[src/rtl/fft_ctrl_pkg.sv]
// Shared state encodings and index/address helpers for the parametrised FFT controller.
// Address helpers work on AW_MAX-wide vectors; only the low aw bits are meaningful.
package fft_ctrl_pkg;

    localparam int unsigned AW_MAX = 10;

    localparam logic [2:0] S_IDLE = 3'd0;
    localparam logic [2:0] S_INPT = 3'd1;
    localparam logic [2:0] S_ITR1 = 3'd2;
    localparam logic [2:0] S_ITR2 = 3'd3;
    localparam logic [2:0] S_OUPT = 3'd4;
    localparam logic [2:0] S_STL  = 3'd5;

    typedef logic [AW_MAX-1:0] addr_t;

    function automatic logic bank_parity(input addr_t v);
        return ^v;
    endfunction

    // {m, v[0], v[aw-1:2]}
    function automatic addr_t map_itr1(input addr_t v, input logic m, input int unsigned aw);
        addr_t r;
        r = '0;
        for (int unsigned i = 0; i < AW_MAX - 2; i++) begin
            if (i + 2 < aw) r[i] = v[i+2];
        end
        r[aw-1] = m;
        r[aw-2] = v[0];
        return r;
    endfunction

    // {v[0], m, v[aw-1:2]}
    function automatic addr_t map_oupt(input addr_t v, input logic m, input int unsigned aw);
        addr_t r;
        r = '0;
        for (int unsigned i = 0; i < AW_MAX - 2; i++) begin
            if (i + 2 < aw) r[i] = v[i+2];
        end
        r[aw-1] = v[0];
        r[aw-2] = m;
        return r;
    endfunction

    // {v[aw-1:1], m}
    function automatic addr_t map_itr2(input addr_t v, input logic m);
        addr_t r;
        r    = v;
        r[0] = m;
        return r;
    endfunction

endpackage

[src/rtl/fft_lag_counter.sv]
// Counter that trails a free-running count by LAT cycles while run is high.
// It idles at zero until the leading count reaches LAT, then advances every cycle.
module fft_lag_counter #(
    parameter int unsigned AW  = 3,
    parameter int unsigned LAT = 2
) (
    input  logic          CLK,
    input  logic          RSTn,
    input  logic          clr,
    input  logic          run,
    input  logic [AW-1:0] cnt,
    output logic [AW-1:0] lag_cnt
);

    localparam logic [AW-1:0] LAT_V = AW'(LAT);

    always_ff @(posedge CLK or negedge RSTn) begin
        if (!RSTn) begin
            lag_cnt <= '0;
        end else if (clr || !run) begin
            lag_cnt <= '0;
        end else if (lag_cnt == '0 && cnt < LAT_V) begin
            lag_cnt <= '0;
        end else begin
            lag_cnt <= lag_cnt + AW'(1);
        end
    end

endmodule

[src/rtl/fft_ctrl_param.sv]
// Two-iteration in-place FFT frame controller: load, ITR1, ITR2, drain, stall.
// Generates bank-interleaved addresses, datapath selects, write enables and twiddle exponents.
module fft_ctrl_param
    import fft_ctrl_pkg::*;
#(
    parameter int unsigned AW      = 3,
    parameter int unsigned EW      = AW + 1,
    parameter int unsigned WB_LAT  = 2,
    parameter int unsigned EXP_LAT = 1,
    parameter int unsigned STL_CYC = 3
) (
    input  logic          CLK,
    input  logic          RSTn,
    input  logic          START,
    input  logic          ABORT,
    output logic          READY,
    output logic          DONE,
    output logic          LAST,
    output logic          SEL_EXTN,
    output logic          SEL_ITR,
    output logic          SEL_PERMW,
    output logic          SEL_PERMR,
    output logic          SEL_MDCFFT,
    output logic          WE_FSC,
    output logic          WE_IOBUF,
    output logic [AW-1:0] ADDR0_FSC,
    output logic [AW-1:0] ADDR1_FSC,
    output logic [AW-1:0] ADDR0_IOBUF,
    output logic [AW-1:0] ADDR1_IOBUF,
    output logic [EW-1:0] EXP0,
    output logic [EW-1:0] EXP1
);

    localparam int unsigned SW = (STL_CYC > 1) ? $clog2(STL_CYC) : 1;

    logic [2:0]    state, state_nxt;
    logic [AW-1:0] cnt, dnt, ent;
    logic [SW-1:0] stl_cnt;
    logic          bir, bi, biw;
    logic          active, in_itr, clr, stl_last;
    addr_t         c, d, io0, io1, fsc0, fsc1;
    logic [EW-1:0] n1, exp0;

    assign c        = addr_t'(cnt);
    assign d        = addr_t'(dnt);
    assign bi       = bank_parity(c);
    assign biw      = bank_parity(d);
    assign in_itr   = (state == S_ITR1) || (state == S_ITR2);
    assign active   = in_itr || (state == S_INPT) || (state == S_OUPT);
    assign stl_last = (stl_cnt == SW'(STL_CYC - 1));

    // Load/drain end on the read count; iterations end once write-back has caught up.
    assign clr = (((state == S_INPT) || (state == S_OUPT)) && (&cnt)) || (in_itr && (&dnt));

    always_comb begin
        state_nxt = state;
        if (ABORT) begin
            state_nxt = S_IDLE;
        end else begin
            case (state)
                S_IDLE:  if (START) state_nxt = S_INPT;
                S_INPT:  if (clr) state_nxt = S_ITR1;
                S_ITR1:  if (clr) state_nxt = S_ITR2;
                S_ITR2:  if (clr) state_nxt = S_OUPT;
                S_OUPT:  if (clr) state_nxt = S_STL;
                S_STL:   if (stl_last) state_nxt = START ? S_INPT : S_IDLE;
                default: state_nxt = S_IDLE;
            endcase
        end
    end

    always_ff @(posedge CLK or negedge RSTn) begin
        if (!RSTn) begin
            state   <= S_IDLE;
            cnt     <= '0;
            stl_cnt <= '0;
            bir     <= 1'b0;
        end else begin
            state <= state_nxt;
            bir   <= bi;
            if (ABORT || clr || !active) cnt <= '0;
            else                         cnt <= cnt + AW'(1);
            if (ABORT || state != S_STL || stl_last) stl_cnt <= '0;
            else                                     stl_cnt <= stl_cnt + SW'(1);
        end
    end

    fft_lag_counter #(.AW(AW), .LAT(WB_LAT)) u_dnt (
        .CLK(CLK), .RSTn(RSTn), .clr(clr || ABORT), .run(in_itr), .cnt(cnt), .lag_cnt(dnt)
    );

    fft_lag_counter #(.AW(AW), .LAT(EXP_LAT)) u_ent (
        .CLK(CLK), .RSTn(RSTn), .clr(clr || ABORT), .run(in_itr), .cnt(cnt), .lag_cnt(ent)
    );

    always_comb begin
        io0  = '0;
        io1  = '0;
        fsc0 = '0;
        fsc1 = '0;
        case (state)
            S_INPT: begin
                io0 = c;
                io1 = c;
            end
            S_ITR1: begin
                io0  = map_itr1(c, bi, AW);
                io1  = map_itr1(c, ~bi, AW);
                fsc0 = map_itr1(d, biw, AW);
                fsc1 = map_itr1(d, ~biw, AW);
            end
            S_ITR2: begin
                fsc0 = map_itr2(c, bi);
                fsc1 = map_itr2(c, ~bi);
                io0  = map_itr2(d, biw);
                io1  = map_itr2(d, ~biw);
            end
            S_OUPT: begin
                io0 = map_oupt(c, bi, AW);
                io1 = map_oupt(c, ~bi, AW);
            end
            default: ;
        endcase
    end

    assign ADDR0_IOBUF = AW'(io0);
    assign ADDR1_IOBUF = AW'(io1);
    assign ADDR0_FSC   = AW'(fsc0);
    assign ADDR1_FSC   = AW'(fsc1);

    assign n1   = (state == S_ITR1) ? EW'(ent >> 1) : '0;
    assign exp0 = ent[0] ? n1 : '0;
    assign EXP0 = exp0;
    assign EXP1 = exp0 + (n1 << 1);

    assign READY      = (state == S_IDLE);
    assign DONE       = (state == S_OUPT);
    assign LAST       = (state == S_OUPT) && (&cnt);
    assign SEL_EXTN   = (state != S_INPT);
    assign SEL_ITR    = (state == S_ITR2);
    assign SEL_PERMW  = (state == S_INPT) ? bi : biw;
    assign SEL_PERMR  = bir;
    assign SEL_MDCFFT = in_itr && !cnt[0];
    assign WE_IOBUF   = (state == S_INPT) || (state == S_ITR2);
    assign WE_FSC     = (state == S_ITR1);

endmodule
[config.mk]
export PLATFORM = sky130hd
export DESIGN_NAME = fft_ctrl_param
export DESIGN_NICKNAME = d
export VERILOG_FILES = /design/src/rtl/fft_ctrl_pkg.sv /design/src/rtl/fft_lag_counter.sv /design/src/rtl/fft_ctrl_param.sv
export SDC_FILE = /design/constraint.sdc
export NUM_CORES = 1
export LEC_CHECK = 0
export BUFFER_PORTS_ARGS = -buffer_cell sky130_fd_sc_hd__buf_2
export CELL_PAD_IN_SITES_DETAIL_PLACEMENT = 1
export CELL_PAD_IN_SITES_GLOBAL_PLACEMENT = 1
export CORE_MARGIN = 8
export CORE_UTILIZATION = 33
export CTS_CLUSTER_SIZE = 10
export DETAILED_ROUTE_END_ITERATION = 8
export GPL_ROUTABILITY_DRIVEN = 0
export HOLD_SLACK_MARGIN = 0.06
export PLACE_DENSITY_LB_ADDON = 0.1
export SLEW_MARGIN = 30
export SYNTH_ARGS = -nofsm -noshare
export SYNTH_HDL_FRONTEND = slang
export SYNTH_SLANG_ARGS = --single-unit
[constraint.sdc]
create_clock -name CLK -period 2 [get_ports CLK]
set_input_delay 0.3 -clock CLK [delete_from_list [all_inputs] [get_ports CLK]]
set_output_delay 0.3 -clock CLK [all_outputs]
set_load 0.02 [all_outputs]
==> results by stage <==
Run status:
- The flow ran to the end, but the final reports show violations.
- The final reports fail on setup timing.

Yosys:
- The netlist area before placement is 1080 µm².
- By area the synthesized netlist is led by dfrtp_1, ha_1, o21ai_0.
- Of the post-synthesis cell area, the dominant cell type holds 0.346.
- The netlist uses 37 different library cells.
- The synthesized area per cell is 8.81 µm².
- For this run, the number of Yosys warnings is 0.
- Of all cell types, the one taking the most synthesized area is dfrtp_1.
- The part of the Yosys area used for sequential elements is 0.346.
- The count of state elements after synthesis is 15.
- The post-synthesis cell count is 123.

Floorplan:
- The horizontal die dimension is 73.3 µm.
- The vertical die dimension is 73.3 µm.
- For this configuration, the core starts out at a cell density of 0.335.
- The area inside the core boundary is 3230 µm².
- In this run the count of I/O pins placed on the die edge is 34.
- The die covers 5370 µm².
- The floorplan has 21 rows.

Global routing:
- Global routing finished with a remaining overflow of 0.
- The initial antenna violation count was 0.
- The via count of the first global-routing pass came to 1,078.
- The first global-routing pass estimated 5150 µm of wire.
- For this run, the total global-route usage over all layers was measured as 0.124.
- Entering global routing, the biggest net connects 19 pins.

Timing:
- The post-route clock skew is 5.51 ps.
- The ratio of final minimum period to clock period is 1.04.
- The max-slew violation count is 0.
- The worst hold slack after final layout is 283 ps.
- Setup repair after global routing could not meet its margin everywhere.
- The post-layout worst setup margin is -78.4 ps.
- Derived from the worst setup path, the maximum achievable clock frequency is 0.481 GHz.
- Setup violations remaining at the end of the flow were counted as 2.
- The number of hold violations in the final report came to 0.
- The time the final worst path needs with I/O delays and setup is 2080 ps.
- The final total negative setup slack is -85.5 ps.

Power:
- The net switching component of the power is 823 µW.
- Of the total power, registers draw 0.221.
- The logic gate share of total power is 0.681.
- The ratio of total power to cell area is 1070 nW/µm².
- The fraction of power consumed by the clock network is 0.098.
- VDD sags by at most 0.000344 V.
- The internal power is 966 µW.
- Summed over all cells, the static leakage comes to 0.803 nW.
- Of the total power, the share spent switching nets is 0.460.

Run:
- Max-cap violations in this run came to 0.

Routing:
- For this run, design rule violations remaining after detail routing come to 0.
- The first detailed-routing pass ran for 4 iterations.
- Using the TritonRoute via totals, the vias-per-cell ratio works out to 4.80.
- The initial detailed-routing violation count is 26.
- For this block, the routed nets add up to 3370 µm of wire.
- After detailed routing, the average wire length per cell comes to 15.8 µm.
- The detail route stage leaves a number of antenna-violating nets equal to 0.
- Summing over every cut layer, the via total after detailed routing is 1,027.

Setup path:
- The critical path startpoint category is a register.
- The arrival time of the worst setup path is 1780 ps.
- The required arrival time at the worst endpoint is 1700 ps.
- The critical-path maximum fanout is 7.
- The startpoint identified for the worst register-to-register timing path is u_dnt.lag_cnt[0].
- The kind of critical path is register to primary output.
- The endpoint class of the critical path is a primary output.
- The worst setup path startpoint is state[2].

Clock network:
- In this run the number of H-tree levels came out at 1.
- After clock tree synthesis, the clock-pin slew on the worst setup and hold paths is 80 ps.
- TritonCTS built the clock tree.
- Counting along the longest clock path gives a buffer depth of 2.
- CTS saw 15 sinks.
- The tree is rooted in a clkbuf_4.
- TritonCTS created 3 clock buffers.
- The clock reaches the later pin of the worst-skew pair after 290 ps.

Place:
- The count of port buffers added during placement is 31.
- The total instance count after detailed placement is 201.
- Detailed placement finished with a half-perimeter wire length of 2450 µm.

Cells and area:
- From synthesis to final layout, the design area changed by 54.4%.
- Across the whole layout, storage elements account for 375 µm².
- The number of diodes added for antenna fixing is 0.
- The final net count is 183.
- Summing all multi-input logic gate instances after layout gives 822 µm².
- Once layout is complete, the cells apart from fillers number 214.
- Of the cells placed in the final design, the portion with a size suffix greater than 1 is 0.500.
- The number of fillers in the final layout is 387.

Min path:
- The worst hold path begins at ABORT.
- The type of the tightest min-delay check is input port to register.
[cell families after synthesis]
logic type | after synthesis | share of synthesized area
compound gates | 24 | 0.142
xor+xnor | 5 | 0.0404
fa+ha+maj | 10 | 0.115
buf+inv | 19 | 0.0831
flops | 15 | 0.346
mux | 5 | 0.0485
other cells | 1 | 0.00346
simple gates | 44 | 0.221
[metrics by stage]
stage           util  setup WS (ps)  total power, mW  instance area [µm²]
6_report       0.518          -78.4             1.79                 1670
3_3_place_gp   0.411            128             1.33                 1330
4_1_cts        0.475           -114             1.67                 1540
3_5_place_dp   0.411           59.8             1.35                 1330
2_1_floorplan      -          -29.2             1.03                 1100
5_1_grt        0.518           -161             1.92                 1670
[layout make-up]
| type | count | area share |
|---|---|---|
| multi-input combinational | 90 | 0.491 |
| sequential | 15 | 0.224 |
| timing repair buffer | 50 | 0.211 |
| tap | 46 | 0.0344 |
| inverter | 9 | 0.0232 |
| clock buffer | 4 | 0.0157 |
[cell usage after synthesis (all sizes together)]
cell,count
nor3,4
and3,1
mux2,2
nor3b,1
buf,8
o41a,1
o21ai,10
xor2,1
a2bb2oi,2
nor2b,2
a211oi,1
nand2b,2
conb,1
nor4bb,1
dfrtp,15
or4b,2
o41ai,2
inv,9
and2,6
a21o,2
xnor2,4
a21oi,5
nand2,10
ha,10
nand3b,1
mux2i,3
and3b,1
nor2,11
nor4b,1
a221oi,1
or2,1
clkbuf,2
[timing repair]
| item | CTS | global route |
|---|---|---|
| hold buffers | 1 | 0 |
| endpoints found under the hold margin | 15 | 0 |
| resized for setup | 30 | 25 |
| endpoints found under the setup margin | 13 | 16 |
| pin swaps | 5 | 10 |
| buffers inserted | 5 | 4 |
[worst paths after layout]
path	to	slack [ps]	cells past startpoint
min in group asynchronous	u_ent.lag_cnt[2]	450	2
setup reg to reg	state[0]	-10	7
setup / recovery	EXP1[2]	-80	7
max in group asynchronous	state[0]	1280	2
hold / removal	state[2]	280	2
hold reg to reg	stl_cnt[0]	440	1
[worst max-delay path: stages, from the launching register on]
cell and delay [ps]:
dfrtp_1 390, nand2b_4 140, or2_4 270, inv_4 60
and3_4 190, ha_4 130, ha_4 190, buf_6 120
[registers in the layout, indices dropped and copies added, names as in the netlist]
register	count
SEL_PERMR	1
cnt	3
state	3
stl_cnt	2
u_dnt.lag_cnt	3
u_ent.lag_cnt	3
[power groups by stage]
stage | registers, mW | clock network, mW | logic (mW)
after floorplan | 0.405 | 0 | 0.621
after global placement | 0.385 | 0 | 0.945
after detailed placement | 0.386 | 0 | 0.966
after CTS | 0.383 | 0.185 | 1.11
after global routing | 0.402 | 0.198 | 1.32
final | 0.395 | 0.176 | 1.22
[layout by cell type, fill, tap and decap left out, types with 2 or more instances in the layout]
master and count:
a21o_1 2, a21oi_1 3, a21oi_2 2, a2bb2oi_2 2, and2_1 6, buf_2 22, buf_4 20, buf_6 6
clkbuf_4 3, conb_1 2, dfrtp_1 15, ha_1 4, ha_4 6, inv_1 5, inv_2 2, inv_4 2
mux2i_1 3, nand2_1 8, nor2_1 10, nor3_1 4, o21ai_0 8, o21ai_1 2, o41ai_1 2, xnor2_1 2
[routing by layer]
metal  up-vias  track usage  routed length (µm)
li1        500            -                   -
met3         7       0.0314                 199
met2        23        0.200                1650
met4         0       0.0488                  53
met1       497        0.153                1470
met5         -            0                   0
No activity file was read; power rests on OpenSTA's default activity.
